File: config.mk
export PLATFORM = sky130hd
export DESIGN_NAME = slsu
export DESIGN_NICKNAME = d
export VERILOG_FILES = /design/src/rtl/slsu.sv
export SDC_FILE = /design/constraint.sdc
export NUM_CORES = 1
export LEC_CHECK = 0
export ABC_AREA = 1
export CAP_MARGIN = 20
export CORE_ASPECT_RATIO = 0.6
export CORE_MARGIN = 5
export CORE_UTILIZATION = 55
export CTS_BUF_LIST = sky130_fd_sc_hd__clkbuf_2
export DETAILED_ROUTE_END_ITERATION = 7
export DONT_BUFFER_PORTS = 1
export GPL_TIMING_DRIVEN = 0
export PLACE_DENSITY = 0.71
export SETUP_SLACK_MARGIN = 0.4
export SLEW_MARGIN = 20
export SYNTH_ARGS = -nofsm -noshare
export SYNTH_HDL_FRONTEND = slang
export SYNTH_SLANG_ARGS = --single-unit
File: constraint.sdc
create_clock -name clk -period 1.7 [get_ports clk]
set_clock_uncertainty 0.15 [all_clocks]
set_input_delay 0.34 -clock clk [delete_from_list [all_inputs] [get_ports clk]]
set_output_delay 0.34 -clock clk [all_outputs]
set_load 0.02 [all_outputs]
File: src/rtl/slsu.sv
// slsu: single-outstanding load/store unit between the pipeline and a data memory.
// Ports:
//   clk, rst_n                      clock, asynchronous active-low reset
//   req_valid_i/req_ready_o         request handshake (ready only while idle)
//   req_we_i, req_funct3_i          store/load select, RISC-V access width/sign
//   req_addr_i, req_wdata_i         effective byte address, store data
//   req_rd_i                        load destination tag, echoed on resp_rd_o
//   resp_valid_o/resp_ready_i       response handshake
//   resp_data_o, resp_rd_o          extended load data (0 for stores/errors), tag
//   resp_err_o                      misaligned, out-of-range or illegal funct3
//   mem_read_o, mem_write_o         one-cycle data-memory enables
//   mem_size_o                      00 byte, 01 half, 10 word
//   mem_addr_o, mem_wdata_o         memory address and write data
//   mem_rdata_i                     combinational memory read data
//   err_cnt_o                       saturating count of errored requests
module slsu #(
    parameter int DATA_WIDTH = 32,
    parameter int MEM_SIZE   = 1024
) (
    input  logic                  clk,
    input  logic                  rst_n,
    input  logic                  req_valid_i,
    output logic                  req_ready_o,
    input  logic                  req_we_i,
    input  logic [2:0]            req_funct3_i,
    input  logic [DATA_WIDTH-1:0] req_addr_i,
    input  logic [DATA_WIDTH-1:0] req_wdata_i,
    input  logic [4:0]            req_rd_i,
    output logic                  resp_valid_o,
    input  logic                  resp_ready_i,
    output logic [DATA_WIDTH-1:0] resp_data_o,
    output logic [4:0]            resp_rd_o,
    output logic                  resp_err_o,
    output logic                  mem_read_o,
    output logic                  mem_write_o,
    output logic [1:0]            mem_size_o,
    output logic [DATA_WIDTH-1:0] mem_addr_o,
    output logic [DATA_WIDTH-1:0] mem_wdata_o,
    input  logic [DATA_WIDTH-1:0] mem_rdata_i,
    output logic [7:0]            err_cnt_o
);
    typedef enum logic [1:0] {IDLE, ISSUE, RESP} state_t;

    localparam logic [DATA_WIDTH-1:0] MAX_ADDR = DATA_WIDTH'(MEM_SIZE - 4);

    state_t                r_state, w_next;
    logic                  r_we, r_err;
    logic [2:0]            r_f3;
    logic [DATA_WIDTH-1:0] r_addr, r_wdata, r_data;
    logic [4:0]            r_rd;
    logic [7:0]            r_err_cnt;
    logic                  w_accept, w_err, w_f3_bad, w_misalign;
    logic [DATA_WIDTH-1:0] w_ld;

    assign w_accept   = req_valid_i && (r_state == IDLE);
    assign w_f3_bad   = req_we_i ? (req_funct3_i > 3'd2)
                                 : (req_funct3_i == 3'd3 || req_funct3_i[2:1] == 2'b11);
    // funct3[1:0] encodes access width for both signed and unsigned loads
    assign w_misalign = (req_funct3_i[1:0] == 2'd1 && req_addr_i[0]) ||
                        (req_funct3_i[1:0] == 2'd2 && req_addr_i[1:0] != 2'd0);
    assign w_err      = w_f3_bad || w_misalign || (req_addr_i > MAX_ADDR);

    // Re-extend from the low bits so the result does not depend on how the memory extends
    assign w_ld = (r_f3 == 3'd0) ? {{(DATA_WIDTH-8){mem_rdata_i[7]}}, mem_rdata_i[7:0]} :
                  (r_f3 == 3'd1) ? {{(DATA_WIDTH-16){mem_rdata_i[15]}}, mem_rdata_i[15:0]} :
                  (r_f3 == 3'd4) ? {{(DATA_WIDTH-8){1'b0}}, mem_rdata_i[7:0]} :
                  (r_f3 == 3'd5) ? {{(DATA_WIDTH-16){1'b0}}, mem_rdata_i[15:0]} :
                  mem_rdata_i;

    always_ff @(posedge clk or negedge rst_n) begin
        if (!rst_n) r_state <= IDLE;
        else        r_state <= w_next;
    end

    always_comb begin
        w_next      = r_state;
        mem_read_o  = 1'b0;
        mem_write_o = 1'b0;
        mem_size_o  = 2'd0;
        mem_addr_o  = '0;
        mem_wdata_o = '0;
        unique case (r_state)
            IDLE:  if (req_valid_i) w_next = w_err ? RESP : ISSUE;
            ISSUE: begin
                w_next      = RESP;
                mem_read_o  = !r_we;
                mem_write_o = r_we;
                mem_size_o  = r_f3[1:0];
                mem_addr_o  = r_addr;
                mem_wdata_o = r_wdata;
            end
            RESP:  if (resp_ready_i) w_next = IDLE;
            default: w_next = IDLE;
        endcase
    end

    always_ff @(posedge clk or negedge rst_n) begin
        if (!rst_n) begin
            r_we      <= 1'b0;
            r_err     <= 1'b0;
            r_f3      <= '0;
            r_addr    <= '0;
            r_wdata   <= '0;
            r_data    <= '0;
            r_rd      <= '0;
            r_err_cnt <= '0;
        end else if (w_accept) begin
            r_we    <= req_we_i;
            r_err   <= w_err;
            r_f3    <= req_funct3_i;
            r_addr  <= req_addr_i;
            r_wdata <= req_wdata_i;
            r_rd    <= req_rd_i;
            r_data  <= '0;
            if (w_err && r_err_cnt != 8'hFF) r_err_cnt <= r_err_cnt + 8'd1;
        end else if (r_state == ISSUE && !r_we) begin
            r_data <= w_ld;
        end
    end

    assign req_ready_o  = (r_state == IDLE);
    assign resp_valid_o = (r_state == RESP);
    assign resp_data_o  = r_data;
    assign resp_rd_o    = r_rd;
    assign resp_err_o   = r_err;
    assign err_cnt_o    = r_err_cnt;
endmodule
== Word level (Yosys, flattened, before mapping) ==
Index checks and enable logic that the tools add are counted.
Word-level totals
  input port bits: 109
  word-level logic and storage cells: 56
  memories kept: 0
  bits in read-only memories: 0
  register bits after elaboration: 116
  output and inout port bits: 116
  bits in writable memories: 0
  latch bits: 0
Operators by class
  div/mod/pow operators: 0
  equality and inequality tests: 12
  multiplexer cells: 16
  multipliers: 0
  order comparisons: 2
  add/sub/neg operators: 1
  shift operators: 0
  reduce and logical (&&, ||, !) cells: 16
  bitwise logic cells: 0
Operators with widths (number)
  32-bit two-way mux: 8
  32-bit by 10-bit > comparator with 1-bit output, second input constant: 1
  8-bit by 1-bit adder with 8-bit output, second input constant: 1
  2-bit two-way mux: 4
  8-bit != test, second input constant: 1
  2-bit equality test, second input constant: 3
  3-bit equality test, second input constant: 2
  2-bit one-hot mux with 3 select lines: 1
  1-bit logical AND: 5
  2-bit by 1-bit equality test with 1-bit output, second input constant: 2
  1-bit logical OR: 4
  2-bit AND reduction: 2
  2-bit nonzero test: 2
  3-bit by 1-bit equality test with 1-bit output, second input constant: 1
  3-bit by 2-bit equality test with 1-bit output, second input constant: 1
  3-bit by 2-bit > comparator with 1-bit output, second input constant: 1
  3-bit logical NOT: 1
  1-bit two-way mux: 3
  2-bit logical NOT: 1
  2-bit by 1-bit != test with 1-bit output, second input constant: 1
  2-bit != test, second input constant: 1
  1-bit logical NOT: 1

== Logic depth before layout (Yosys ltp) ==
  depth in word-level cells: 8
  mapped depth: 9
  depth with buffers taken out: 9

== Least setup slack after synthesis ==
Ideal clock, no wire load.
  path type: flip-flop to output port
  start point: register r_state[0]
  end point: output mem_addr_o[12]
  slack: -35 ps
  stages on the path, launching flop included: 7
  required time: 1210 ps
  data arrival time: 1245 ps
  buffers on the path: 2
  cell sequence: dfrtp_1 inv_1 nor2_4 inv_2 buf_2 buf_2 nor2_1
On the way
  word-level cells in the longest chain between the ends: 2
Ends and longest elaborated chain
  start, declared: RTL line 46  | state_t r_state, w_next;
  start signal, assigned: RTL line 72  | else r_state <= w_next;
  2-bit by 1-bit equality test with 1-bit output: RTL line 82  | unique case (r_state)
  32-bit two-way mux: RTL line 82
  end, declared: RTL line 37  | output logic [DATA_WIDTH-1:0] mem_addr_o,
Every way passes these cells.

== Worst setup path in the final report ==
  start point: register r_state[1]
  end point: output mem_wdata_o[2]
On the way
  word-level cells in the longest chain between the ends: 2
Ends and longest elaborated chain
  2-bit by 1-bit equality test with 1-bit output: RTL line 82
  32-bit two-way mux: RTL line 82
  end, declared: RTL line 38  | output logic [DATA_WIDTH-1:0] mem_wdata_o,
Every way passes these cells.

==> flow_summary.rst <==
.. list-table::
   :header-rows: 1

   * - Metric
     - Value
   * - Status
     - complete, but fails checks
   * - Violations in the final reports
     - negative hold slack, negative setup slack
   * - Via count of the first global-routing pass
     - about 6200
   * - Final count of pins violating max slew
     - 0
   * - Reg2reg start
     - r_state[1]
   * - Cell area power density
     - 841 nW/um^2
   * - Fin cells
     - 1006
   * - Total placed cells including tap cells
     - 816
   * - First-pass detailed-route iteration total
     - 5
   * - Diodes inserted
     - 0
   * - Sum Neg Setup Slack
     - -77.79 ns
   * - Count of unresolved DRC violations after routing
     - 0
   * - Number of nets produced by synthesis
     - between 700 and 800
   * - Asr flop ratio synth
     - 100%
   * - Arrival time worst endpoint
     - 1.83 ns
   * - Critical path data required time
     - around 1.2 ns
   * - Classification of the worst setup path
     - flop to primary output
   * - Clock-pin slew of the registers on the worst-case setup and hold paths
     - 0.20 ns
   * - Layout area overhead
     - 67.6%
   * - Post-route antenna net violation count
     - 0
   * - Total of hold buffers inserted after clock tree synthesis
     - 107
   * - RD Place Congestion
     - a little under 0.9
   * - Highest fanout seen on the critical path
     - 7
   * - Number of flops mapped to enable cells by yosys
     - 0
   * - Filler cells
     - 294
   * - Number of antenna violations at the first check in global routing
     - 0
   * - H-tree depth
     - 4
   * - Largest vdd supply drop
     - 0.000869 V
   * - Sum of overflow across all layers after global routing
     - 0
   * - Final setup margin
     - -0.616 ns
   * - Number of vias per cell after detailed routing
     - 6.10
   * - Number of hold violations in the final report
     - 116
   * - Synth warnings
     - 0
   * - Sequential element share of the synthesized area
     - 52.4%
   * - Setup repair after global routing missed its margin
     - true
   * - Effective utilization at floorplan
     - approximately 56%
   * - Max-cap viol count
     - 0
   * - Leakage component of the power
     - 4.18 nW
   * - Transition time at the pin with the least slew margin
     - 0.462 ns
   * - Cell Rows
     - 28
   * - WHS
     - -0.842 ns
   * - Final HPWL from detailed placement
     - roughly 11 mm
   * - Hold Path Class
     - input pin to asynchronous set/reset pin
   * - Total die area
     - 12200 um^2
   * - NumNets Final
     - 970
   * - Final setup viols
     - 188
   * - Cell count after synthesis
     - 681
   * - Met1 layer usage reported by global route
     - a little over two fifths
   * - Maximum number of pins on one net before global-route repair
     - 117
   * - Instance area at placement
     - about 6300 um^2
   * - Most used flip-flop cell after synthesis
     - dfrtp_1
   * - Post-route cell area
     - between 9000 and 10000 um^2
   * - Buffers on Ports
     - 0
   * - Average instance area after synthesis
     - around 8 um^2
   * - TritonCTS clock tree
     - built
   * - Number of buffers added by the clock tree synthesis step
     - 17
   * - Final min period
     - 2.32 ns
   * - Share of the core filled with cells in the final layout
     - 94.3%
   * - Most Used Layer, Global Route
     - met2
   * - Placeable Area
     - 9840 um^2
   * - Achievable clock frequency
     - between 400 and 500 MHz
   * - First-iteration detailed-routing DRC count
     - 522
   * - Post-synth cell types
     - 27
   * - Fin crit share
     - 136%
   * - Critical Path Sink Type
     - primary output
   * - Layout cells sized above 1
     - 43.6%
   * - Max-slew headroom
     - 69.2%
   * - Maximum clock insertion buffer count
     - 2
   * - Root buffer selected by CTS
     - clkbuf_2
   * - Via total after detailed routing
     - 6139
   * - Detailed-route wire length per cell
     - 24.5 um
   * - Post-synthesis cell area
     - between 5000 and 6000 um^2
   * - Number of sinks on the clock net
     - 116
   * - Routed Wire Length
     - 24.6 mm
   * - Crit path launch
     - r_state[1]
   * - Met2 Track Usage GR
     - 62.1%
   * - Number of flip-flops and latches in the synthesized netlist
     - 116
   * - Worst Setup Start Kind
     - flop
   * - Width of the die
     - 140 um
   * - Global router's overall resource usage
     - 36.1%
   * - Height of the die
     - 87.7 um
   * - Met3 global-route usage
     - 12.7%
   * - Boundary pin count
     - 225
   * - Wire length of the first global-routing pass
     - 34.1 mm
   * - Clock insertion delay at the later pin of the skew report
     - ~0.68 ns
state kept, by name, summed over array words and instances, names as in the netlist:
| signal | flops |
|---|---|
| r_addr | 32 |
| r_wdata | 32 |
| resp_data_o | 32 |
| err_cnt_o | 8 |
| resp_rd_o | 5 |
| r_f3 | 3 |
| r_state | 2 |
| r_we | 1 |
| resp_err_o | 1 |
final cells by class:
| type | count | area [um^2] | area share, % |
|---|---|---|---|
| clock inverters | 9 | 66.3 | 0.715 |
| well taps | 135 | 169 | 1.82 |
| repair buffers | 160 | 2090 | 22.6 |
| multi-input cells | 427 | 2990 | 32.2 |
| inverters | 103 | 407 | 4.38 |
| plain buffers | 35 | 487 | 5.25 |
| flip-flops and latches | 116 | 2960 | 31.9 |
| clock buffers | 21 | 105 | 1.13 |
timing repair:
item                                    in CTS  in global routing
pin swaps                                   12                 20
endpoints found under the setup margin     232                232
buffers inserted                            29                  5
gates resized for setup                    173                 91
gates cloned                                17                  2
hold endpoints to repair                   231                116
critical path, stage by stage (launching register included):
cell and delay, ns:
dfrtp_2 0.45, nor2_4 0.14, inv_4 0.08, buf_12 0.15
buf_12 0.15, nor2_4 0.18
power by group:
group,switching (mW),internal [mW]
combinational,1.50,1.19
sequential,0.379,3.17
clock,1.06,0.508
Yosys cell counts, types with 5 or more instances:
master | number | area (um^2)
nand3_1 | 38 | 190
inv_1 | 99 | 372
nand2_4 | 5 | 56.3
a21oi_1 | 24 | 120
dfrtp_1 | 116 | 2900
o21ai_0 | 15 | 75.1
o21ai_2 | 21 | 184
nand2_1 | 161 | 604
o21ai_1 | 51 | 255
nor2_1 | 88 | 330
a31o_2 | 8 | 70.1
buf_2 | 24 | 120
worst paths after layout:
| kind | to | slack, ns | depth (start not counted) |
|---|---|---|---|
| worst max-delay path | mem_wdata_o[2] | -0.62 | 5 |
| worst min register to register | r_addr[31] | 0.37 | 2 |
| min in group clk | resp_data_o[3] | 0.15 | 3 |
| worst max register to register | r_wdata[13] | -0.50 | 12 |
| worst min-delay path | resp_err_o | -0.84 | 0 |
| max in group asynchronous | err_cnt_o[6] | 2.01 | 0 |
layout by cell type (no fill, tap or decap), types with 2 or more instances in the layout:
cell,count
a21oi_1,24
nand2_1,97
clkbuf_2,21
nor2_4,71
dlygate4sd3_1,107
inv_4,3
buf_2,5
nand3_2,21
buf_16,15
buf_12,21
a31o_2,2
bufbuf_16,3
nor2_1,20
a31o_4,6
clkbuf_8,2
clkbuf_16,2
o21ai_1,51
inv_2,3
dfrtp_2,47
o21ai_2,36
xor2_1,3
clkinv_1,3
nand2_4,11
nand3_1,17
buf_8,15
buf_4,8
buf_6,17
inv_1,96
nand2_2,59
nand3b_1,2
clkinv_2,5
dfrtp_1,69
layer usage:
metal	up-vias	share of wire (%)
met1	2946	33
met3	145	12
met2	564	49
met4	0	5.5
met5	-	0
li1	2484	-
cells by family (layout without fill, tap and decap cells):
family	Yosys count	after routing	synth area share, %
buffers and inverters	138	328	10.7
adders and majority gates	1	1	0.226
AOI/OAI and AO/OA	120	120	13.1
xor gates and xnor gates	4	4	0.633
and+or+nand+nor	302	302	22.9
DFF	116	116	52.4
stage by stage:
step	hold slack, ns	power [mW]	worst slack, ns
3_5_place_dp	-0.103	4.92	-0.0380
5_1_grt	-0.918	8.11	-0.714
4_1_cts	-0.852	7.24	-0.629
2_1_floorplan	-0.106	4.63	0.111
3_3_place_gp	-0.103	4.84	-0.0456
6_report	-0.842	7.80	-0.616
(Power assumes the default switching activity.)
